## config.mk

```make
export PLATFORM = sky130hd
export DESIGN_NAME = act_skew_feeder
export DESIGN_NICKNAME = d
export VERILOG_FILES = /design/src/rtl/act_skew_feeder.sv
export SDC_FILE = /design/constraint.sdc
export NUM_CORES = 1
export LEC_CHECK = 0
export CAP_MARGIN = 40
export CORE_MARGIN = 2
export CORE_UTILIZATION = 40
export DETAILED_ROUTE_END_ITERATION = 6
export MAX_ROUTING_LAYER = met4
export PLACE_DENSITY = 0.74
export REMOVE_ABC_BUFFERS = 1
export SYNTH_ARGS = -nofsm -noshare
export SYNTH_HDL_FRONTEND = slang
export SYNTH_SLANG_ARGS = --single-unit
```

## constraint.sdc

```tcl
create_clock -name clk -period 3.1 [get_ports clk]
set_input_delay 0.465 -clock clk [delete_from_list [all_inputs] [get_ports clk]]
set_output_delay 0.465 -clock clk [all_outputs]
set_load 0.005 [all_outputs]
```

## src/rtl/act_skew_feeder.sv

```systemverilog
// Skews activation vectors into a systolic array: row r delays its element by r
// extra cycles so the diagonal wavefront lines up with the PE grid.
module act_skew_feeder #(
  parameter int unsigned ROWS       = 4,
  parameter int unsigned DATA_WIDTH = 8
) (
  input  logic                         clk,
  input  logic                         reset,
  input  logic                         in_valid,
  output logic                         in_ready,
  input  logic [ROWS*DATA_WIDTH-1:0]   in_data,
  input  logic                         in_last,
  output logic [ROWS*DATA_WIDTH-1:0]   row_data,
  output logic [ROWS-1:0]              row_valid,
  output logic                         busy,
  output logic                         done
);

  typedef enum logic [1:0] {
    IDLE   = 2'd0,
    STREAM = 2'd1,
    DRAIN  = 2'd2
  } state_t;

  state_t            state;
  state_t            state_next;
  logic              accept;
  logic [ROWS-1:0]   valid_next;
  logic [ROWS-1:0]   tag_q;

  assign accept = in_valid & in_ready;

  // State register; in_ready and busy are registered from the next-state view.
  always_ff @(posedge clk or posedge reset) begin
    if (reset) begin
      state    <= IDLE;
      in_ready <= 1'b1;
      busy     <= 1'b0;
    end else begin
      state    <= state_next;
      in_ready <= (state_next != DRAIN);
      busy     <= (state_next != IDLE) | (|valid_next);
    end
  end

  always_comb begin
    state_next = state;
    case (state)
      IDLE: begin
        if (accept) state_next = in_last ? DRAIN : STREAM;
      end
      STREAM: begin
        if (accept && in_last) state_next = DRAIN;
      end
      DRAIN: begin
        if (done) state_next = IDLE;
      end
      default: state_next = IDLE;
    endcase
  end

  // Last-tag rides alongside the element bound for row ROWS-1; its tail is done.
  always_ff @(posedge clk or posedge reset) begin
    if (reset) begin
      tag_q <= '0;
    end else begin
      tag_q[0] <= accept & in_last;
      for (int i = 1; i < int'(ROWS); i++) begin
        tag_q[i] <= tag_q[i-1];
      end
    end
  end

  assign done = tag_q[ROWS-1];

  for (genvar r = 0; r < int'(ROWS); r++) begin : g_row
    localparam int unsigned DEPTH = r + 1;

    logic [DATA_WIDTH-1:0] data_q [DEPTH];
    logic [DEPTH-1:0]      valid_q;

    // Bubbles inject zero data, so idle slots are always all-zero.
    always_ff @(posedge clk or posedge reset) begin
      if (reset) begin
        for (int s = 0; s < int'(DEPTH); s++) begin
          data_q[s] <= '0;
        end
        valid_q <= '0;
      end else begin
        data_q[0]  <= accept ? in_data[r*DATA_WIDTH +: DATA_WIDTH] : '0;
        valid_q[0] <= accept;
        for (int s = 1; s < int'(DEPTH); s++) begin
          data_q[s]  <= data_q[s-1];
          valid_q[s] <= valid_q[s-1];
        end
      end
    end

    assign row_data[r*DATA_WIDTH +: DATA_WIDTH] = data_q[DEPTH-1];
    assign row_valid[r]                         = valid_q[DEPTH-1];

    if (r == 0) begin : g_head
      assign valid_next[r] = accept;
    end else begin : g_tail
      assign valid_next[r] = valid_q[DEPTH-2];
    end
  end

endmodule

```

# Word level (Yosys, flattened, before mapping)
# Index checks and enable logic that the tools add are counted.
# W data, S select, Z words.
# word_totals
ff_bits	98
inputBits	36
# classes
eq_ne	3
mux	9
bitwise	3
n_reduce_logical	4
# op_table
operator	count
$mux W8	4
$mux W2	4
$pmux W2 S3	1
$reduce_or A4 Y1	1
$and A1 B1 Y1	2
$eq A2 B1 Y1 const B	1
$eq A2 B2 Y1 const B	1
$logic_not A2 Y1	1
$ne A2 B2 Y1 const B	1
$reduce_bool A2 Y1	1
$logic_and A1 B1 Y1	1
$or A1 B1 Y1	1

# Longest topological paths before layout
# depth
word_depth	6
ltp_mapped	3
mapped_depth_nobuf	3

# Least setup slack after synthesis
# Ideal clock, no wire load.
# synth_timing
path_kind	register to output
start	reg in_ready
end	out in_ready
arrival_ns	0.570
t_required_ns	2.635
setup_slack_ns	2.065
path_stages_with_launch	1
n_path_buf	0
path_cell_list	dfstp_2
# synth_rtl
item	line_no	text
start, declared	10	output logic in_ready,
start signal, assigned	41	in_ready <= (state_next != DRAIN);
# No word-level cell between the ends.

# Worst setup path in the final report
# layout_timing
start	reg in_ready
end	out in_ready
# No word-level cell between the ends.

==> metrics.md <==
| Metric | Value |
|---|---|
| Total power divided by cell area | 541.6 nW/um2 |
| Internal Dissipation | between 1.5 and 2 mW |
| Min-Delay Endpoint | g_row[2].data_q[14] |
| First-pass DRT Iterations | 4 |
| Overflow left after global routing | 0 |
| Post-CTS setup buffers | 0 |
| Synthesized flop and latch total | between 90 and 100 |
| Maximum clock skew at final layout | 0.006972 ns |
| CTS clock-pin slew for the worst setup and hold paths | approximately 0.09 ns |
| Type of the worst setup path | reg2out |
| Overall die area | roughly 7700 um2 |
| Number of max-cap violations | 0 |
| CTS tree | yes |
| Number of DRC markers after the initial detailed-route iteration | 52 |
| Transition time at the pin with the least slew margin | approximately 0.83 ns |
| Count of vias placed by the detailed router | 1,354 |
| Skew-Pair Late Insertion Delay | 0.35 ns |
| P_sw | between 0.4 and 0.5 mW |
| Dominant cell type by area after synthesis | sky130_fd_sc_hd__dfrtp_1 |
| Vias/cell | around 4.2 |
| Share of the synthesized area in the top cell type | 0.8140 |
| Biggest fanout along the worst timing path | 37 |
| Fmax | about 440 MHz |
| Fraction of layout cells with a size suffix above 1 | 0.09170 |
| Critical path required time | about 2.6 ns |
| Syn. warnings | 0 |
| Most area-consuming cells after synthesis | sky130_fd_sc_hd__dfrtp_1 81%, sky130_fd_sc_hd__and3_1 7.2%, sky130_fd_sc_hd__buf_4 6.7% |
| Initial standard-cell utilization of the core | 0.4118 |
| Final Hold Slack | 0.3502 ns |
| Sequential element share of the synthesized area | 0.8233 |
| Via count of the first global-routing pass | 1,398 |
| Cells along the critical path | clkdlybuf4s50_1 |
| Mean area per synthesized cell | roughly 17 um2 |
| Sequential share of power | 0.608 |
| Worst r2r path cells | 2 |
| Num rows | 30 |
| Per-cell routed wire length | 12.29 um |
| Final hold violations | 0 |
| Cell area after layout | ~3600 um2 |
| Global-route usage over all layers | 0.1231 |
| Hold-fix buffer count after cts | 0 |
| Max_slew headroom | 0.4445 |
| Hold Path Class | reg2reg |
| Worst-case clock buffer depth | 2 |
| Largest net degree at the start of global routing | 74 |
| Final-stage net count | 260 |
| Cell area after placement | ~3500 um2 |
| Crit path buffers/inverters | 1 |
| Post-synthesis instance total | 167 |
| CP Launch Type | register |
| Largest incremental delay on the critical path | 0.87 ns |
| Unrepaired setup endpoints after global routing | no |
| Startpoint of the lowest-slack register-to-register path | in_ready |
| Horiz. Die Dim | 87.63 um |
| Leakage power of the design | approximately 1.9 nW |
| Aggregate routed wire length | ~4000 um |
| Endpoint of the lowest-slack register-to-register path | state[1] |
| Register-to-register path setup slack | between 1.5 and 2 ns |
| Number of primary I/O pins | 75 |
| Cell depth of the worst hold path | 0 |
| Placeable core area | 6794 um2 |
| Largest delay contributor family on the critical path | flip-flops |
| Count of endpoints failing setup in the final report | 0 |
| Worst hold start | g_row[2].data_q[22] |
| # port buffers | between 70 and 80 |
| Post-layout min period | around 2.3 ns |
| Relative contribution of combinational cells to total power | 0.037 |
| Netlist cell types | 16 |
| Total negative slack | 0 ns |
| Post-route fraction of the period consumed by the critical path | 0.7342 |
| Slowest cell on the critical path | sky130_fd_sc_hd__dfstp_2 |
| Resize count post-CTS | 0 |
| Number of slew-limit violations in the final report | 0 |
| Number of diodes added for antenna fixing | 0 |
| Area Growth Syn to Fin | 30.23% |
| CTS sink count | roughly 90 |
| Initial antenna violation count | 0 |
| Final ANT Viol Nets | 0 |
| Number of buffers added by the clock tree synthesis step | 9 |
| Sequential cell area | between 2000 and 2500 um2 |
| Status | completed |
| Filler Cell Count | 540 |
| Maximum vdd drop | between 0.0002 and 0.0003 V |
| Switching power share of the total | 0.2207 |
| Area taken by multi-input logic gates | ~270 um2 |
| Vertical extent of the die | between 80 and 90 um |
| H-Tree Depth | 3 |
| Critical path endpoint category | primary output |
| Arr. time, crit path | 1.81 ns |
| Number of remaining DRC errors | 0 |
| Area of the mapped netlist | roughly 2800 um2 |
| Wire length of the first global-routing pass | 6658 um |
| Share of total power in the clock network | 0.355 |
| Global placement routability congestion | just under 0.8 |
| CTS Root Cell | sky130_fd_sc_hd__clkbuf_8 |
[power groups by stage]
stage / sequential [mW] / combinational, mW / clock (mW)
2_1_floorplan: 1.22 / 0.0176 / 0
3_3_place_gp: 1.22 / 0.0745 / 0
3_5_place_dp: 1.22 / 0.0758 / 0
4_1_cts: 1.20 / 0.0760 / 0.724
5_1_grt: 1.20 / 0.0827 / 0.791
6_report: 1.20 / 0.0731 / 0.701
[sequential cells by signal (all words and copies together) (netlist names)]
signal and cells:
busy 1, g_row.data_q 56, g_row.valid_q 4, in_ready 1, row_data 24, state 2
tag_q 4
[cells by family (layout without fill, tap and decap cells)]
family          count (synthesis)  after routing  share of synthesized area
flops                          92             92                     0.8233
buf+inv                        33             95                    0.08050
compound gates                  4              4                    0.01162
simple gates                   38             38                    0.08453
[worst max path at each step]
stage	startpoint	endpoint	cells past startpoint
floorplan	reset	busy	1
global placement	in_ready	in_ready	1
detailed placement	in_valid	busy	3
CTS	in_ready	in_ready	1
global route	in_ready	in_ready	1
finish	in_ready	in_ready	1
[cells in the mapped netlist (all sizes together)]
| master | number |
|---|---|
| a2111oi | 1 |
| dfrtp | 91 |
| dfstp | 1 |
| a21oi | 1 |
| o21a | 1 |
| clkbuf | 3 |
| nand2b | 1 |
| buf | 28 |
| inv | 2 |
| and3 | 32 |
| and2 | 1 |
| nand3 | 2 |
| nor3 | 1 |
| o21ai | 1 |
| or3b | 1 |
[layer usage]
metal  global-route usage  wire length [um]  vias to the layer above
li1                     -                 -                      632
met1               0.1418              1662                      658
met2               0.1825              1954                       51
met3              0.04524               239                       13
met4              0.07692               137                        0
met5                    -                 0                        -
[layout by cell type, fill, tap and decap left out]
cell type                         Yosys  final
sky130_fd_sc_hd__clkdlybuf4s50_1      0     74
sky130_fd_sc_hd__clkinv_4             0      3
sky130_fd_sc_hd__o21a_1               1      1
sky130_fd_sc_hd__and2_1               1      1
sky130_fd_sc_hd__nor3_1               1      1
sky130_fd_sc_hd__a21oi_1              1      1
sky130_fd_sc_hd__dfrtp_1             91     91
sky130_fd_sc_hd__inv_4                0      1
sky130_fd_sc_hd__inv_6                0      1
sky130_fd_sc_hd__buf_4               25      3
sky130_fd_sc_hd__inv_1                2      1
sky130_fd_sc_hd__o21ai_0              1      1
sky130_fd_sc_hd__dfstp_2              1      1
sky130_fd_sc_hd__and3_1              32     32
sky130_fd_sc_hd__nand3_1              2      2
sky130_fd_sc_hd__a2111oi_2            1      1
sky130_fd_sc_hd__clkbuf_1             0      1
sky130_fd_sc_hd__clkbuf_8             0      9
sky130_fd_sc_hd__or3b_1               1      1
sky130_fd_sc_hd__nand2b_1             1      1
sky130_fd_sc_hd__clkinvlp_4           0      2
[metrics by stage]
step	setup WS (ns)	std cells	utilization	power [mW]
after floorplan	0.2447	136	-	1.241
after global placement	1.218	309	0.5101	1.297
after detailed placement	1.181	309	0.5101	1.299
after CTS	0.7956	325	0.5363	1.999
after global routing	0.6968	325	0.5363	2.073
final	0.8241	325	0.5363	1.973
[area by class of cell]
class                      instances  share of cell area
tap                               96             0.03297
inverter                           2            0.002747
clock buffer                      10             0.03503
timing repair buffer              77              0.2095
multi-input combinational         42             0.07383
sequential                        92              0.6322
clock inverter                     6             0.01374
Power figures use the tool's default switching activity.
